`src/rtl/fifo_uart_rx.sv`:
```
// fifo_uart_rx: 8-bit UART receiver that pushes good bytes into a downstream FIFO.
// Frame: start bit, 8 data bits LSB-first, optional even-parity bit, one stop bit.
// Optional feature: define UART_PARITY_EN to compile in the even-parity bit.
// Each bit is sampled once, near its centre, CLKS_PER_BIT clk0 cycles apart.
module fifo_uart_rx #(
  parameter int CLKS_PER_BIT = 16
) (
  input  logic       clk0,
  input  logic       reset_n,
  input  logic       rx,
  input  logic       fifo_full,
  output logic [7:0] in_FIFO,
  output logic       write_enable,
  output logic       frame_error,
  output logic       overrun,
  output logic       busy
);

  localparam logic [9:0] HALF_M1 = 10'(CLKS_PER_BIT / 2 - 1);
  localparam logic [9:0] FULL_M1 = 10'(CLKS_PER_BIT - 1);

  typedef enum logic [2:0] {
    IDLE   = 3'd0,
    START  = 3'd1,
    DATA   = 3'd2,
`ifdef UART_PARITY_EN
    PARITY = 3'd3,
`endif
    STOP   = 3'd4
  } state_t;

`ifdef UART_PARITY_EN
  // Even parity: the parity bit equals the XOR of the data bits.
  function automatic logic even_parity(input logic [7:0] d);
    even_parity = ^d;
  endfunction
`endif

  // rx_meta_q/rx_sync_q form the synchronizer; rx_prev_q lets IDLE see a falling edge.
  logic       rx_meta_q, rx_sync_q, rx_prev_q;
  state_t     state_q, state_d;
  logic [9:0] timer_q, timer_d;
  logic [2:0] bit_idx_q, bit_idx_d;
  logic [7:0] shift_q, shift_d;
  logic       err_wait_q, err_wait_d;
  logic [7:0] in_fifo_q, in_fifo_d;
  logic       we_q, we_d;
  logic       fe_q, fe_d;
  logic       ov_q, ov_d;
  logic       busy_q, busy_d;
`ifdef UART_PARITY_EN
  logic       par_err_q, par_err_d;
`endif
  logic       good_s;

  // Next-state and next-output computation for the receive FSM.
  always_comb begin
    state_d    = state_q;
    timer_d    = timer_q + 10'd1;
    bit_idx_d  = bit_idx_q;
    shift_d    = shift_q;
    err_wait_d = err_wait_q;
    in_fifo_d  = in_fifo_q;
    we_d       = 1'b0;
    fe_d       = 1'b0;
    ov_d       = 1'b0;
    good_s     = 1'b0;
`ifdef UART_PARITY_EN
    par_err_d  = par_err_q;
`endif
    case (state_q)
      IDLE: begin
        if (err_wait_q) begin
          // After a bad frame the line must be high for a full bit before re-arming.
          if (!rx_sync_q) begin
            timer_d = 10'd0;
          end else if (timer_q == FULL_M1) begin
            timer_d    = 10'd0;
            err_wait_d = 1'b0;
          end else begin
            timer_d = timer_q + 10'd1;
          end
        end else begin
          timer_d = 10'd0;
          if (rx_prev_q && !rx_sync_q) begin
            state_d = START;
          end else begin
            state_d = IDLE;
          end
        end
      end
      START: begin
        if (timer_q == HALF_M1) begin
          timer_d   = 10'd0;
          bit_idx_d = 3'd0;
`ifdef UART_PARITY_EN
          par_err_d = 1'b0;
`endif
          // A line that is high again at mid start bit was only a glitch.
          if (!rx_sync_q) begin
            state_d = DATA;
          end else begin
            state_d = IDLE;
          end
        end else begin
          state_d = START;
        end
      end
      DATA: begin
        if (timer_q == FULL_M1) begin
          timer_d   = 10'd0;
          shift_d   = {rx_sync_q, shift_q[7:1]};
          bit_idx_d = bit_idx_q + 3'd1;
          if (bit_idx_q == 3'd7) begin
`ifdef UART_PARITY_EN
            state_d = PARITY;
`else
            state_d = STOP;
`endif
          end else begin
            state_d = DATA;
          end
        end else begin
          state_d = DATA;
        end
      end
`ifdef UART_PARITY_EN
      PARITY: begin
        if (timer_q == FULL_M1) begin
          timer_d   = 10'd0;
          par_err_d = (rx_sync_q != even_parity(shift_q));
          state_d   = STOP;
        end else begin
          state_d = PARITY;
        end
      end
`endif
      STOP: begin
        if (timer_q == FULL_M1) begin
          timer_d = 10'd0;
          state_d = IDLE;
`ifdef UART_PARITY_EN
          good_s  = rx_sync_q && !par_err_q;
`else
          good_s  = rx_sync_q;
`endif
          if (!good_s) begin
            fe_d       = 1'b1;
            err_wait_d = 1'b1;
          end else if (fifo_full) begin
            ov_d = 1'b1;
          end else begin
            we_d      = 1'b1;
            in_fifo_d = shift_q;
          end
        end else begin
          state_d = STOP;
        end
      end
      default: begin
        state_d = IDLE;
        timer_d = 10'd0;
      end
    endcase
    busy_d = (state_d != IDLE);
  end

  // All state, synchronizer and registered outputs; reset forces a clean idle receiver.
  always_ff @(posedge clk0 or negedge reset_n) begin
    if (!reset_n) begin
      rx_meta_q  <= 1'b1;
      rx_sync_q  <= 1'b1;
      rx_prev_q  <= 1'b1;
      state_q    <= IDLE;
      timer_q    <= 10'd0;
      bit_idx_q  <= 3'd0;
      shift_q    <= 8'h00;
      err_wait_q <= 1'b0;
      in_fifo_q  <= 8'h00;
      we_q       <= 1'b0;
      fe_q       <= 1'b0;
      ov_q       <= 1'b0;
      busy_q     <= 1'b0;
`ifdef UART_PARITY_EN
      par_err_q  <= 1'b0;
`endif
    end else begin
      rx_meta_q  <= rx;
      rx_sync_q  <= rx_meta_q;
      rx_prev_q  <= rx_sync_q;
      state_q    <= state_d;
      timer_q    <= timer_d;
      bit_idx_q  <= bit_idx_d;
      shift_q    <= shift_d;
      err_wait_q <= err_wait_d;
      in_fifo_q  <= in_fifo_d;
      we_q       <= we_d;
      fe_q       <= fe_d;
      ov_q       <= ov_d;
      busy_q     <= busy_d;
`ifdef UART_PARITY_EN
      par_err_q  <= par_err_d;
`endif
    end
  end

  assign in_FIFO      = in_fifo_q;
  assign write_enable = we_q;
  assign frame_error  = fe_q;
  assign overrun      = ov_q;
  assign busy         = busy_q;

endmodule

```
`config.mk`:
```
export PLATFORM = sky130hd
export DESIGN_NAME = fifo_uart_rx
export DESIGN_NICKNAME = d
export VERILOG_FILES = /design/src/rtl/fifo_uart_rx.sv
export SDC_FILE = /design/constraint.sdc
export NUM_CORES = 1
export LEC_CHECK = 0
export ABC_AREA = 1
export CAP_MARGIN = 10
export CORE_MARGIN = 2
export CORE_UTILIZATION = 50
export CTS_CLUSTER_DIAMETER = 100
export DETAILED_ROUTE_END_ITERATION = 10
export GPL_ROUTABILITY_DRIVEN = 0
export HOLD_SLACK_MARGIN = 0.05
export PLACE_DENSITY_LB_ADDON = 0.15
export SKIP_CTS_REPAIR_TIMING = 1
export SLEW_MARGIN = 20
export SYNTH_ARGS = -nofsm -noshare
export SYNTH_HDL_FRONTEND = slang
export SYNTH_SLANG_ARGS = --single-unit
export TNS_END_PERCENT = 10
```
`constraint.sdc`:
```
create_clock -name clk0 -period 1.7 [get_ports clk0]
set_input_delay 0.51 -clock clk0 [delete_from_list [all_inputs] [get_ports clk0]]
set_output_delay 0.51 -clock clk0 [all_outputs]
set_load 0.02 [all_outputs]
```
==> Yosys cells after proc, flatten, opt, wreduce, memory -nomap -nowiden <==
Index checks and enable logic that the tools add are counted.
{ "word_totals": {"register_bits": 40, "input_bits": 4, "out_inout_bits": 12} }
{ "op_classes": {"n_addsub": 2, "n_eq_ne": 10, "muxes": 33, "bitwise_logic": 1, "reduce_logical": 11} }
{ "ops": {"columns": ["op", "count"], "rows": [
  ["two-way mux 10 bit", 4],
  ["case mux 10 bit (3 select lines)", 1],
  ["two-way mux 3 bit", 7],
  ["two-way mux 1 bit", 17],
  ["case mux 3 bit (4 select lines)", 1],
  ["adder 10 x 1 -> 10 bit, second input constant", 1],
  ["equality test 10 x 3 -> 1 bit, second input constant", 1],
  ["equality test 10 x 4 -> 1 bit, second input constant", 1],
  ["inequality test 2 bit, second input constant", 4],
  ["equality test 3 bit, second input constant", 2],
  ["case mux 3 bit (2 select lines)", 1],
  ["AND reduction 3 bit", 2],
  ["AND reduction 4 bit", 1],
  ["nonzero test 2 bit", 2],
  ["adder 3 x 1 -> 3 bit, second input constant", 1],
  ["equality test 3 x 1 -> 1 bit, second input constant", 1],
  ["equality test 3 x 2 -> 1 bit, second input constant", 1],
  ["zero test 3 bit", 1],
  ["nonzero test 3 bit", 1],
  ["two-way mux 2 bit", 1],
  ["case mux 1 bit (2 select lines)", 1],
  ["AND reduction 2 bit", 1],
  ["OR reduction 2 bit", 1],
  ["logical AND 1 bit", 1],
  ["other kinds (2)", 2]
]} }

==> Longest topological paths before layout <==
Gate-level depths: netlist (run 1).
{ "logic_depth": {"depth_word": 6, "ltp_mapped": 9} }

==> Least setup slack after synthesis (run 1) <==
Ideal clock, no wire load.
{ "synth_timing": {"path_kind": "register -> register", "from": "register timer_q[0]", "to": "register in_fifo_q[6] (netlist: in_FIFO[6])", "setup_time_ps": 118, "arrival_ps": 1380, "setup_slack_ps": 203, "stages_incl_launch_ff": 10, "path_buffers": 1, "period_less_slack_ps": 1497, "cell_sequence": "dfrtp_1 ha_1 nand2_1 nor2_4 nand2_4 inv_4 nand2_4 buf_6 nand2_1 o21ai_2"} }
{ "synth_between": {"elab_chain_cells": 2} }
{ "synth_rtl": {"columns": ["item", "line", "rtl"], "rows": [
  ["from (decl)", "42", "logic [9:0] timer_q, timer_d;"],
  ["from (signal assigned)", "192", "timer_q <= timer_d;"],
  ["equality test 10 x 4 -> 1 bit", "139", "if (timer_q == FULL_M1) begin"],
  ["AND reduction 4 bit (no source line)", null, null],
  ["to (signal assigned)", "196", "in_fifo_q <= in_fifo_d;"],
  ["to (decl)", "46", "logic [7:0] in_fifo_q, in_fifo_d;"]
]} }
No other way between the ends.
A chain may end at the register's enable or synchronous reset.

==> Worst setup path in the final report (run 1) <==
{ "layout_timing": {"from": "register timer_q[1]", "to": "register bit_idx_q[0]"} }
{ "layout_between": {"elab_chain_cells": 3} }
{ "layout_rtl": {"columns": ["item", "line", "rtl"], "rows": [
  ["equality test 10 x 4 -> 1 bit or equality test 10 x 3 -> 1 bit (tied branches)", "110, 93", null],
  ["inequality test 2 bit (no source line)", null, null],
  ["AND reduction 3 bit (no source line) (*)", null, null],
  ["to (signal assigned)", "193", "bit_idx_q <= bit_idx_d;"],
  ["to (decl)", "43", "logic [2:0] bit_idx_q, bit_idx_d;"]
]} }
Every way passes the cells marked *; elsewhere a longest branch is shown, timed or not.

==> flow_summary.rst, run 1 <==
.. list-table::
   :header-rows: 1

   * - Metric
     - Value
   * - Vias in the first global route
     - around 1300
   * - Overall die width
     - between 60 and 70 um
   * - # H-tree levels
     - 2
   * - Global-route wire length before repair
     - around 5700 um
   * - TritonCTS clock tree
     - done
   * - CP Launch Type
     - register
   * - Via total after detailed routing
     - around 1300
   * - Slew HR
     - 0.8412
   * - Placed cell count
     - roughly 260
   * - Static Leakage
     - about 1.2 nW
   * - Peak supply drop
     - roughly 0.46 mV
   * - Fin area
     - 0.002122 mm2
   * - Rows
     - 21
   * - Violation count after the first detailed-routing iteration
     - 53
   * - Endpoint required time on the critical path
     - approximately 1.9 ns
   * - Synthesis-stage register bit count
     - 40
   * - Post-placement setup slack
     - about 0.12 ns
   * - Crit. End Element
     - register
   * - Worst-Margin Slew
     - 0.2364 ns
   * - Met3 track demand over resource
     - 0.05282
   * - Final Slew Violations
     - 0
   * - Total routed wirelength
     - 3052 um
   * - Core Region
     - around 0.0034 mm2
   * - Final instance count without filler cells
     - about 260
   * - Post-Route Setup TNS
     - 0 ns
   * - Global-route track usage on met1
     - 0.2203
   * - Number of nets in the synthesized netlist
     - 200
   * - Chip Height
     - between 60 and 70 um
   * - DRC violations left
     - 0
   * - Count of nets after finishing
     - 224
   * - Fmax achieved
     - roughly 0.66 GHz
   * - Buffers on Ports
     - 15
   * - Initial antenna violation count
     - 0
   * - Ratio of cells with drive above 1 in the final layout
     - 0.1560
   * - Number of endpoints failing setup at the final stage
     - 0
   * - Final Hold Violating Endpoints
     - 0
   * - Area of the die
     - 0.004092 mm2
   * - Wire per inst
     - roughly 12 um
   * - GRT Residual Overflow
     - 0
   * - Clock tree buffer depth
     - 2
   * - Average vias per placed instance
     - between 4 and 5
   * - Areal power density over the cells
     - 906.6 mW/mm2
   * - Total of warnings raised by yosys
     - 0
   * - Post-Syn Area
     - 0.001798 mm2
   * - Synth unique cells
     - 25
   * - Clock-pin transition on the worst setup and hold timing paths
     - about 0.11 ns
   * - Boundary pin count
     - 16
   * - Fraction of met2 tracks used by global routing
     - 0.3125
   * - Crit Path Class
     - reg -> reg
   * - Min Tclk post-route
     - 1.517 ns
   * - Area overhead of the layout relative to synthesis
     - 18.02%
   * - Total half-perimeter wirelength after legalization and detailed placement
     - ~2200 um
   * - Critical path peak fanout
     - 7
   * - PnR Total Power
     - 1.924 mW
   * - Antenna Cells
     - 0
   * - Sequential cell area fraction in the yosys report
     - 0.5588
   * - Setup skew after layout
     - 0.002403 ns
   * - Starting Density
     - 0.5305
   * - Maximum number of pins on one net before global-route repair
     - 41
   * - Clock Root Buffer
     - sky130_fd_sc_hd__clkbuf_4
   * - Total CTS buffers
     - 5
   * - Number of nets with antenna violations after routing
     - 0
   * - Arrival time of data at the critical path endpoint
     - 1.76 ns
   * - Period utilization
     - 0.8925
   * - Global Route Usage Sum
     - 0.1821
   * - RSZ-0062 raised after global routing
     - false
   * - Worst hold path type
     - in -> async
   * - Peak-usage layer in the global routing report
     - met2
   * - Count of TritonRoute iterations in the first routing pass
     - 4
   * - Status
     - finished, final reports clean
   * - Placed cell area
     - slightly above 0.002 mm2
   * - Crit path setup slack, layout
     - between 0.15 and 0.2 ns
   * - Max-capacitance violation count
     - 0
   * - CTS sink count
     - 40
   * - Clock latency of the later-clocked register in the worst-skew pair
     - ~0.35 ns
   * - Post-synthesis cell count
     - just under 200
   * - Avg Synthesized Cell Area
     - about 9.3 um2
==> area by class of cell <==
| type | instances | area [um2] |
|---|---|---|
| multi-input combinational | 125 | 670.6 |
| clock buffer | 8 | 58.81 |
| fill | 281 | 1267 |
| inverter | 26 | 100.1 |
| sequential | 40 | 1005 |
| timing repair buffer | 19 | 230.2 |
| tap | 46 | 57.56 |
==> worst max-delay path: stages (launching register included) <==
cell                      delay (ns)
sky130_fd_sc_hd__dfrtp_1        0.38
sky130_fd_sc_hd__ha_1           0.18
sky130_fd_sc_hd__nand2_1        0.11
sky130_fd_sc_hd__nor2_4         0.21
sky130_fd_sc_hd__nand2_4        0.13
sky130_fd_sc_hd__nor2_8         0.12
sky130_fd_sc_hd__inv_1          0.10
sky130_fd_sc_hd__nand3_1        0.09
sky130_fd_sc_hd__nand2_1        0.07
==> placed cells by master, fill, tap and decap left out, types with 5 or more instances in the layout <==
cell type	netlist	final
sky130_fd_sc_hd__nand2_1	48	48
sky130_fd_sc_hd__dfrtp_1	37	37
sky130_fd_sc_hd__inv_1	23	23
sky130_fd_sc_hd__nor2_1	21	21
sky130_fd_sc_hd__nand3_1	12	12
sky130_fd_sc_hd__dlymetal6s2s_1	0	12
sky130_fd_sc_hd__o21ai_0	10	10
sky130_fd_sc_hd__o21ai_2	8	8
sky130_fd_sc_hd__nand4_1	5	5
sky130_fd_sc_hd__clkbuf_4	0	5
==> cell families after synthesis <==
logic type                 after synthesis  synth area share
AOI/OAI and AO/OA                       19           0.06959
xor gates and xnor gates                 4           0.01949
adders and majority gates                3           0.02088
buffers and inverters                   28           0.06820
DFF                                     40            0.5588
and+or+nand+nor                         99            0.2631
==> layer usage <==
layer / part of all wire / vias up
li1: - / 656
met1: 0.46 / 618
met2: 0.48 / 16
met3: 0.043 / 6
met4: 0.016 / 0
met5: 0 / -
==> where the power goes <==
part,leakage (nW),internal (mW),switching [mW]
sequential,0.538,1.02,0.0432
clock,0.0326,0.204,0.292
combinational,0.654,0.130,0.234
==> registers in the layout, summed over array words and instances, names as in the netlist <==
| signal | cells |
|---|---|
| frame_error | 1 |
| in_FIFO | 8 |
| busy | 1 |
| rx_prev_q | 1 |
| shift_q | 8 |
| bit_idx_q | 3 |
| state_q | 3 |
| rx_sync_q | 1 |
| err_wait_q | 1 |
| overrun | 1 |
| write_enable | 1 |
| rx_meta_q | 1 |
| timer_q | 10 |
==> stage by stage <==
step | hold slack [ns] | utilization
detailed placement | 0.3491 | 0.5999
global route | 0.1169 | 0.6261
global placement | 0.3472 | 0.5999
CTS | 0.1050 | 0.6172
finish | 0.1122 | 0.6261
floorplan | 0.2144 | -
==> Yosys cell counts <==
master                    number  area, um2
sky130_fd_sc_hd__nor3_1        2      10.01
sky130_fd_sc_hd__nor3_2        1      10.01
sky130_fd_sc_hd__nor2_4        3      33.78
sky130_fd_sc_hd__inv_1        23      86.33
sky130_fd_sc_hd__inv_2         2      7.510
sky130_fd_sc_hd__buf_6         2      22.52
sky130_fd_sc_hd__nand3_1      12      60.06
sky130_fd_sc_hd__or2_0         1      6.260
sky130_fd_sc_hd__nor3b_1       1      7.510
sky130_fd_sc_hd__inv_4         1      6.260
sky130_fd_sc_hd__nand2_1      48      180.2
sky130_fd_sc_hd__ha_1          3      37.54
sky130_fd_sc_hd__xnor2_1       2      17.52
sky130_fd_sc_hd__nand2_4       2      22.52
sky130_fd_sc_hd__nor2_8        1      20.02
sky130_fd_sc_hd__nand4_1       5      31.28
sky130_fd_sc_hd__nor2_1       21      78.83
sky130_fd_sc_hd__nand2_2       1      6.260
sky130_fd_sc_hd__dfrtp_1      37      925.9
sky130_fd_sc_hd__nor2_2        1      6.260
sky130_fd_sc_hd__dfstp_2       3      78.83
sky130_fd_sc_hd__o21ai_0      10      50.05
sky130_fd_sc_hd__a21oi_1       1      5.000
sky130_fd_sc_hd__xor2_1        2      17.52
sky130_fd_sc_hd__o21ai_2       8      70.07
==> worst paths after layout <==
| kind | endpoint | startpoint | slack (ns) | depth (start not counted) |
|---|---|---|---|---|
| max | bit_idx_q[0] | timer_q[1] | 0.18 | 8 |
| min reg2reg | rx_sync_q | rx_meta_q | 0.36 | 0 |
| min in group clk0 | rx_sync_q | rx_meta_q | 0.36 | 0 |
| max in group asynchronous | rx_meta_q | reset_n | 1.33 | 2 |
| max reg2reg | bit_idx_q[0] | timer_q[1] | 0.18 | 8 |
| min | in_FIFO[2] | reset_n | 0.11 | 2 |
(Power assumes the default switching activity.)
==> run 2, diff against run 1 <==
PLACE_DENSITY_LB_ADDON = 0.1   (was 0.15)
==> run 2 against run 1 <==
Net effect: via count fell by 1.1%; non-clock buffer count shrank 1; register-to-register slack got worse by 0.03 ns; count of clock-buffer cells in the layout unchanged; setup slack lost 0.026 ns; sequential power about the same; clock skew increased by 0.0039 ns; maximum frequency decreased by 1.7%; clock power is 3% lower; flip-flop and latch count stayed put; global-route usage shrank 0.97 points; power down 1.6%; critical path type unchanged.
==> flow_summary.rst, run 2 (synthesis results as in run 1) <==
.. list-table::
   :header-rows: 1

   * - Metric
     - Value
   * - Status
     - finished, final reports clean
   * - Chip Height
     - 63.97 um (unchanged)
   * - Wire per inst
     - 11.16 um (-3.4%)
   * - Total half-perimeter wirelength after legalization and detailed placement
     - 2141 um (-1.0%)
   * - Clock network fraction of design power
     - 0.254 (-0.004)
   * - Commonest non-fill, non-tap cell in the layout
     - sky130_fd_sc_hd__nand2_1
   * - Largest Register
     - timer_q
   * - Violation count after the first detailed-routing iteration
     - 44 (-17%)
   * - RSZ-0062 raised after global routing
     - true
   * - DRC violations left
     - 0 (unchanged)
   * - Ratio of cells with drive above 1 in the final layout
     - 0.1521 (-0.003890)
   * - Area overhead of the layout relative to synthesis
     - 16.21%
   * - Global-route wire length before repair
     - 5485 um (-4.3%)
   * - Worst-Margin Slew
     - 0.4847 ns (+0.2483 ns)
   * - Comb power frac
     - 0.185 (-0.004)
   * - Crit path setup slack, layout
     - 0.1572 ns (-0.02555 ns)
   * - Static Leakage
     - 1.212 nW (-0.97%)
   * - Initial antenna violation count
     - 0 (unchanged)
   * - Psw
     - 0.5431 mW (-4.6%)
   * - Core Region
     - 0.003390 mm2 (unchanged)
   * - Critical path peak fanout
     - 11 (+4)
   * - Buffers on Ports
     - 15 (unchanged)
   * - Clock tree buffer depth
     - 2 (unchanged)
   * - Post-Route Setup TNS
     - 0 ns (unchanged)
   * - PnR Total Power
     - 1.893 mW (-1.6%)
   * - GRT Residual Overflow
     - 0 (unchanged)
   * - CTS sink count
     - 40 (unchanged)
   * - Worst hold path type
     - in -> async
   * - Final instance count without filler cells
     - 263 (-0.38%)
   * - Clock Root Buffer
     - sky130_fd_sc_hd__clkbuf_4
   * - Antenna Cells
     - 0 (unchanged)
   * - TritonCTS clock tree
     - done
   * - Fmax achieved
     - 0.6482 GHz (-1.7%)
   * - Area of the die
     - 0.004092 mm2 (unchanged)
   * - Maximum number of pins on one net before global-route repair
     - 41 (unchanged)
   * - Crit. End Element
     - register
   * - Final Slew Violations
     - 0 (unchanged)
   * - Crit Path Class
     - reg -> reg
   * - Period utilization
     - 0.9076 (+0.01503)
   * - Reg power frac
     - 0.562 (+0.009)
   * - Number of endpoints failing setup at the final stage
     - 0 (unchanged)
   * - Number of nets with antenna violations after routing
     - 0 (unchanged)
   * - Boundary pin count
     - 16 (unchanged)
   * - # H-tree levels
     - 2 (unchanged)
   * - CP Launch Type
     - register
   * - Post-placement setup slack
     - 0.1208 ns (-0.004058 ns)
   * - Slew HR
     - 0.6768 (-0.1643)
   * - Vias in the first global route
     - 1317 (-1.4%)
   * - Average vias per placed instance
     - 4.875 (-0.70%)
   * - Clock latency of the later-clocked register in the worst-skew pair
     - 0.33 ns (-0.02 ns)
   * - Via total after detailed routing
     - 1282 (-1.1%)
   * - Total of fill cells in the finished design
     - 289 (+2.8%)
   * - Max-capacitance violation count
     - 0 (unchanged)
   * - Net switching fraction of the power
     - 0.2870 (-0.008976)
   * - Total routed wirelength
     - 2936 um (-3.8%)
   * - Endpoint required time on the critical path
     - 1.95 ns (about the same)
   * - Setup skew after layout
     - 0.006311 ns (+0.003909 ns)
   * - Placed cell count
     - 255 (-0.39%)
   * - Peak supply drop
     - 0.4830 mV (+5.9%)
   * - Overall die width
     - 63.97 um (unchanged)
   * - Total CTS buffers
     - 5 (unchanged)
   * - Arrival time of data at the critical path endpoint
     - 1.80 ns (+0.04 ns)
   * - Areal power density over the cells
     - 905.8 mW/mm2 (about the same)
   * - Internal power consumption
     - 1.350 mW (-0.36%)
   * - Count of nets after finishing
     - 223 (-0.45%)
   * - Rows
     - 21 (unchanged)
   * - Min Tclk post-route
     - 1.543 ns (+0.02555 ns)
   * - Global Route Usage Sum
     - 0.1724 (-0.009655)
   * - Final Hold Violating Endpoints
     - 0 (unchanged)
   * - Count of TritonRoute iterations in the first routing pass
     - 5 (+1)
   * - Starting Density
     - 0.5305 (unchanged)
   * - Most frequent cells in the layout
     - 48 x sky130_fd_sc_hd__nand2_1, 37 x sky130_fd_sc_hd__dfrtp_1, 23 x sky130_fd_sc_hd__inv_1, 21 x sky130_fd_sc_hd__nor2_1
   * - Clock-pin transition on the worst setup and hold timing paths
     - 0.11 ns (about the same)
   * - Number of flip-flops in the largest register
     - 10 (unchanged)
## run 2: cell count changes in the layout (fill, tap and decap cells not counted), sizes merged
cell,before,now
buf,5,4
## run 2: layout make-up
type | instances | area (um2) | share of cell area
multi-input cells | 125 | 670.6 | 0.3210
inverters | 26 | 100.1 | 0.04790
flip-flops and latches | 40 | 1005 | 0.4808
clock buffers | 8 | 58.81 | 0.02814
repair buffers | 18 | 197.7 | 0.09461
well taps | 46 | 57.56 | 0.02754
## run 2: critical path, stage by stage, from the launching register on
cell and delay [ns]:
sky130_fd_sc_hd__dfrtp_1 0.37, sky130_fd_sc_hd__ha_1 0.18, sky130_fd_sc_hd__nand2_1 0.11, sky130_fd_sc_hd__nor2_4 0.19, sky130_fd_sc_hd__nand2_4 0.14, sky130_fd_sc_hd__nor2_8 0.17
sky130_fd_sc_hd__buf_4 0.18, sky130_fd_sc_hd__nand2_1 0.05, sky130_fd_sc_hd__o21ai_0 0.08
## run 2: worst paths after layout
kind	startpoint	end	slack, ns	depth (start not counted)
worst max-delay path	timer_q[1]	shift_q[7]	0.16	8
worst min register to register	rx_meta_q	rx_sync_q	0.36	0
max in group asynchronous	reset_n	rx_sync_q	1.13	2
worst max register to register	timer_q[1]	shift_q[7]	0.16	8
worst min-delay path	reset_n	timer_q[7]	0.21	2
min in group clk0	rx_meta_q	rx_sync_q	0.36	0
## run 2: power by group through the flow
stage	sequential [mW]	combinational, mW	clock, mW
after global placement	1.08	0.352	0
final	1.06	0.349	0.481
after detailed placement	1.08	0.359	0
after CTS	1.06	0.362	0.503
after global routing	1.08	0.406	0.556
after floorplan	1.10	0.221	0
## run 2: per-stage QoR
stage                     utilization  area (um2)  hold WS (ns)
after floorplan                     -        1798        0.2144
after global placement         0.5903        2001        0.3489
after detailed placement       0.5903        2001        0.3501
after CTS                      0.6076        2059        0.2295
after global routing           0.6165        2090        0.2457
final                          0.6165        2090        0.2139
## run 2: metal layers
metal	vias to the layer above	track usage	part of all wire
li1	652	-	-
met5	-	0	0
met3	7	0.03345	0.028
met2	14	0.2995	0.50
met4	0	0.07337	0.018
met1	609	0.2080	0.45
==> run 3, diff against run 2 <==
clock period = 1.8 ns   (was 1.7 ns; I/O delays follow)
==> run 3 against run 2 <==
Net effect: global-route usage rose by 0.16 points; highest routed layer unchanged; critical path depth fell by 1; largest cell class unchanged; power rose by 4.2%; via count fell by 2.4%; design area rose by 2.0%; critical endpoint is now shift_q[6]; register-to-register slack improved by 0.04 ns; count of clock-buffer cells in the layout fell by 1; sequential power fell by 4%.
==> flow_summary.rst, run 3 (synthesis results as in run 1) <==
.. list-table::
   :header-rows: 1

   * - Metric
     - Value
   * - Total of fill cells in the finished design
     - 270 (-6.6%)
   * - Number of endpoints failing setup at the final stage
     - 0 (unchanged)
   * - GRT Residual Overflow
     - 0 (unchanged)
   * - Slowest CP cell
     - sky130_fd_sc_hd__dfrtp_2
   * - Psw
     - 0.5282 mW (-2.7%)
   * - Total half-perimeter wirelength after legalization and detailed placement
     - 2192 um (+2.4%)
   * - Crit. End Element
     - register
   * - Clock Root Buffer
     - sky130_fd_sc_hd__clkbuf_4
   * - Final Slew Violations
     - 0 (unchanged)
   * - Final Hold Violating Endpoints
     - 0 (unchanged)
   * - Delay contributed by the slowest stage of the critical path
     - 0.44 ns (+0.07 ns)
   * - Setup skew after layout
     - 0.003737 ns (-0.002574 ns)
   * - Most frequent cells in the layout
     - 48 x sky130_fd_sc_hd__nand2_1, 36 x sky130_fd_sc_hd__dfrtp_1, 23 x sky130_fd_sc_hd__inv_1, 21 x sky130_fd_sc_hd__nor2_1
   * - Fmax achieved
     - 0.6251 GHz (-3.6%)
   * - Total routed wirelength
     - 2928 um (-0.27%)
   * - Average vias per placed instance
     - 4.775 (-2.0%)
   * - # H-tree levels
     - 2 (unchanged)
   * - Count of nets after finishing
     - 222 (-0.45%)
   * - Max-capacitance violation count
     - 0 (unchanged)
   * - Status
     - finished, final reports clean
   * - Boundary pin count
     - 16 (unchanged)
   * - Fin area
     - 0.002132 mm2 (+2.0%)
   * - Clock tree buffer depth
     - 2 (unchanged)
   * - Global Route Usage Sum
     - 0.1741 (+0.001638)
   * - Rows
     - 21 (unchanged)
   * - CP Launch Type
     - register
   * - Reg power frac
     - 0.517 (-0.045)
   * - Static Leakage
     - 1.229 nW (+1.4%)
   * - Internal power consumption
     - 1.444 mW (+7.0%)
   * - RSZ-0062 raised after global routing
     - false
   * - Total CTS buffers
     - 5 (unchanged)
   * - Core Region
     - 0.003390 mm2 (unchanged)
   * - Crit Path Class
     - reg -> reg
   * - Largest Register
     - timer_q
   * - Number of nets with antenna violations after routing
     - 0 (unchanged)
   * - Commonest non-fill, non-tap cell in the layout
     - sky130_fd_sc_hd__nand2_1
   * - Violation count after the first detailed-routing iteration
     - 39 (-11%)
   * - Number of cell instances on the worst register-to-register path
     - 7 (-1)
   * - Antenna Cells
     - 0 (unchanged)
   * - Areal power density over the cells
     - 924.8 mW/mm2 (+2.1%)
   * - Via total after detailed routing
     - 1251 (-2.4%)
   * - Setup slack of the worst register-to-register path
     - 0.20 ns (+0.04 ns)
   * - Period utilization
     - 0.8888 (-0.01880)
   * - Worst-Margin Slew
     - 0.4653 ns (-0.01940 ns)
   * - Ratio of cells with drive above 1 in the final layout
     - 0.1620 (+0.009963)
   * - Peak supply drop
     - 0.5104 mV (+5.7%)
   * - Clock latency of the later-clocked register in the worst-skew pair
     - 0.35 ns (+0.02 ns)
   * - RR Startpoint
     - timer_q[0]
   * - Net switching fraction of the power
     - 0.2679 (-0.01908)
   * - Initial antenna violation count
     - 0 (unchanged)
   * - Overall die width
     - 63.97 um (unchanged)
   * - Buffers on Ports
     - 15 (unchanged)
   * - Placed cell area
     - 0.002006 mm2 (+0.25%)
   * - Area of the die
     - 0.004092 mm2 (unchanged)
   * - Wire per inst
     - 11.18 um (+0.11%)
   * - Endpoint of the worst-slack reg-to-reg timing path
     - shift_q[6]
   * - Min Tclk post-route
     - 1.600 ns (+0.05692 ns)
   * - DRC violations left
     - 0 (unchanged)
   * - Global-route wire length before repair
     - 5368 um (-2.1%)
   * - Clock-pin transition on the worst setup and hold timing paths
     - 0.11 ns (about the same)
   * - Critical path peak fanout
     - 14 (+3)
   * - Worst hold path type
     - in -> async
   * - Slew HR
     - 0.6898 (+0.01293)
   * - CTS sink count
     - 40 (unchanged)
   * - Vias in the first global route
     - 1250 (-5.1%)
   * - Placed cell count
     - 254 (-0.39%)
   * - Number of flip-flops in the largest register
     - 10 (unchanged)
   * - Maximum number of pins on one net before global-route repair
     - 22 (-46%)
   * - Critical Path Start
     - timer_q[0]
   * - Count of TritonRoute iterations in the first routing pass
     - 4 (-1)
   * - Area overhead of the layout relative to synthesis
     - 18.58%
   * - Cells along the critical path
     - ha_1, nand2_1, nor2_4, nand2_4, nor2_8, buf_4, o21ai_0
   * - Comb power frac
     - 0.155 (-0.030)
   * - Final instance count without filler cells
     - 262 (-0.38%)
   * - Clock network fraction of design power
     - 0.328 (+0.074)
   * - Arrival time of data at the critical path endpoint
     - 1.84 ns (+0.04 ns)
   * - Starting Density
     - 0.5305 (unchanged)
   * - Endpoint required time on the critical path
     - 2.04 ns (+0.09 ns)
   * - Chip Height
     - 63.97 um (unchanged)
   * - TritonCTS clock tree
     - done
   * - Critical path endpoint
     - shift_q[6]
[run 3: worst min-delay path by stage]
| stage | from | to | slack (ns) | cells after the start |
|---|---|---|---|---|
| global route | reset_n | timer_q[6] | 0.12 | 1 |
| floorplan | reset_n | bit_idx_q[0] | 0.24 | 0 |
| CTS | reset_n | timer_q[7] | 0.13 | 1 |
| finish | reset_n | timer_q[7] | 0.13 | 1 |
| global placement | rx_meta_q | rx_sync_q | 0.35 | 0 |
| detailed placement | rx_meta_q | rx_sync_q | 0.35 | 0 |
[run 3: routing by layer]
metal  part of all wire  track usage  wire, um
met3              0.045      0.06866       131
met5                  0            0         0
met4              0.018      0.07609        52
met2               0.49       0.2721      1441
met1               0.44       0.2129      1302
[run 3: power groups by stage]
stage / clock network, mW / logic, mW / registers (mW)
after floorplan: 0 / 0.209 / 1.04
after global routing: 0.709 / 0.351 / 1.04
after detailed placement: 0 / 0.313 / 1.04
final: 0.646 / 0.306 / 1.02
after CTS: 0.665 / 0.315 / 1.02
after global placement: 0 / 0.307 / 1.03
[run 3: cell type report]
class | instances | area, um2 | share of cell area
clock inverter | 1 | 30.03 | 0.01408
tap | 46 | 57.56 | 0.02700
timing repair buffer | 17 | 202.7 | 0.09507
multi-input combinational | 125 | 670.6 | 0.3146
sequential | 40 | 1006 | 0.4718
clock buffer | 7 | 65.06 | 0.03052
inverter | 26 | 100.1 | 0.04695
[run 3: through the flow]
step                worst slack (ns)  hold WS, ns  TNS (ns)  utilization  power (mW)
global placement              0.1811       0.3499         0       0.5917       1.341
global route                 0.03930       0.1241         0       0.6290       2.095
finish                        0.2002       0.1291         0       0.6290       1.972
detailed placement            0.1370       0.3489         0       0.5917       1.351
floorplan                     0.3026       0.2444         0            -       1.247
CTS                          -0.1001       0.1282   -0.8069       0.6198       1.999
[run 3: worst max-delay path: cells and delay by family, from the launching register on]
kind            cells  cell delay (ns)
compound gates      1             0.09
simple gates        4             0.58
fa+ha+maj           1             0.20
buf+inv             1             0.18
flops               1             0.44
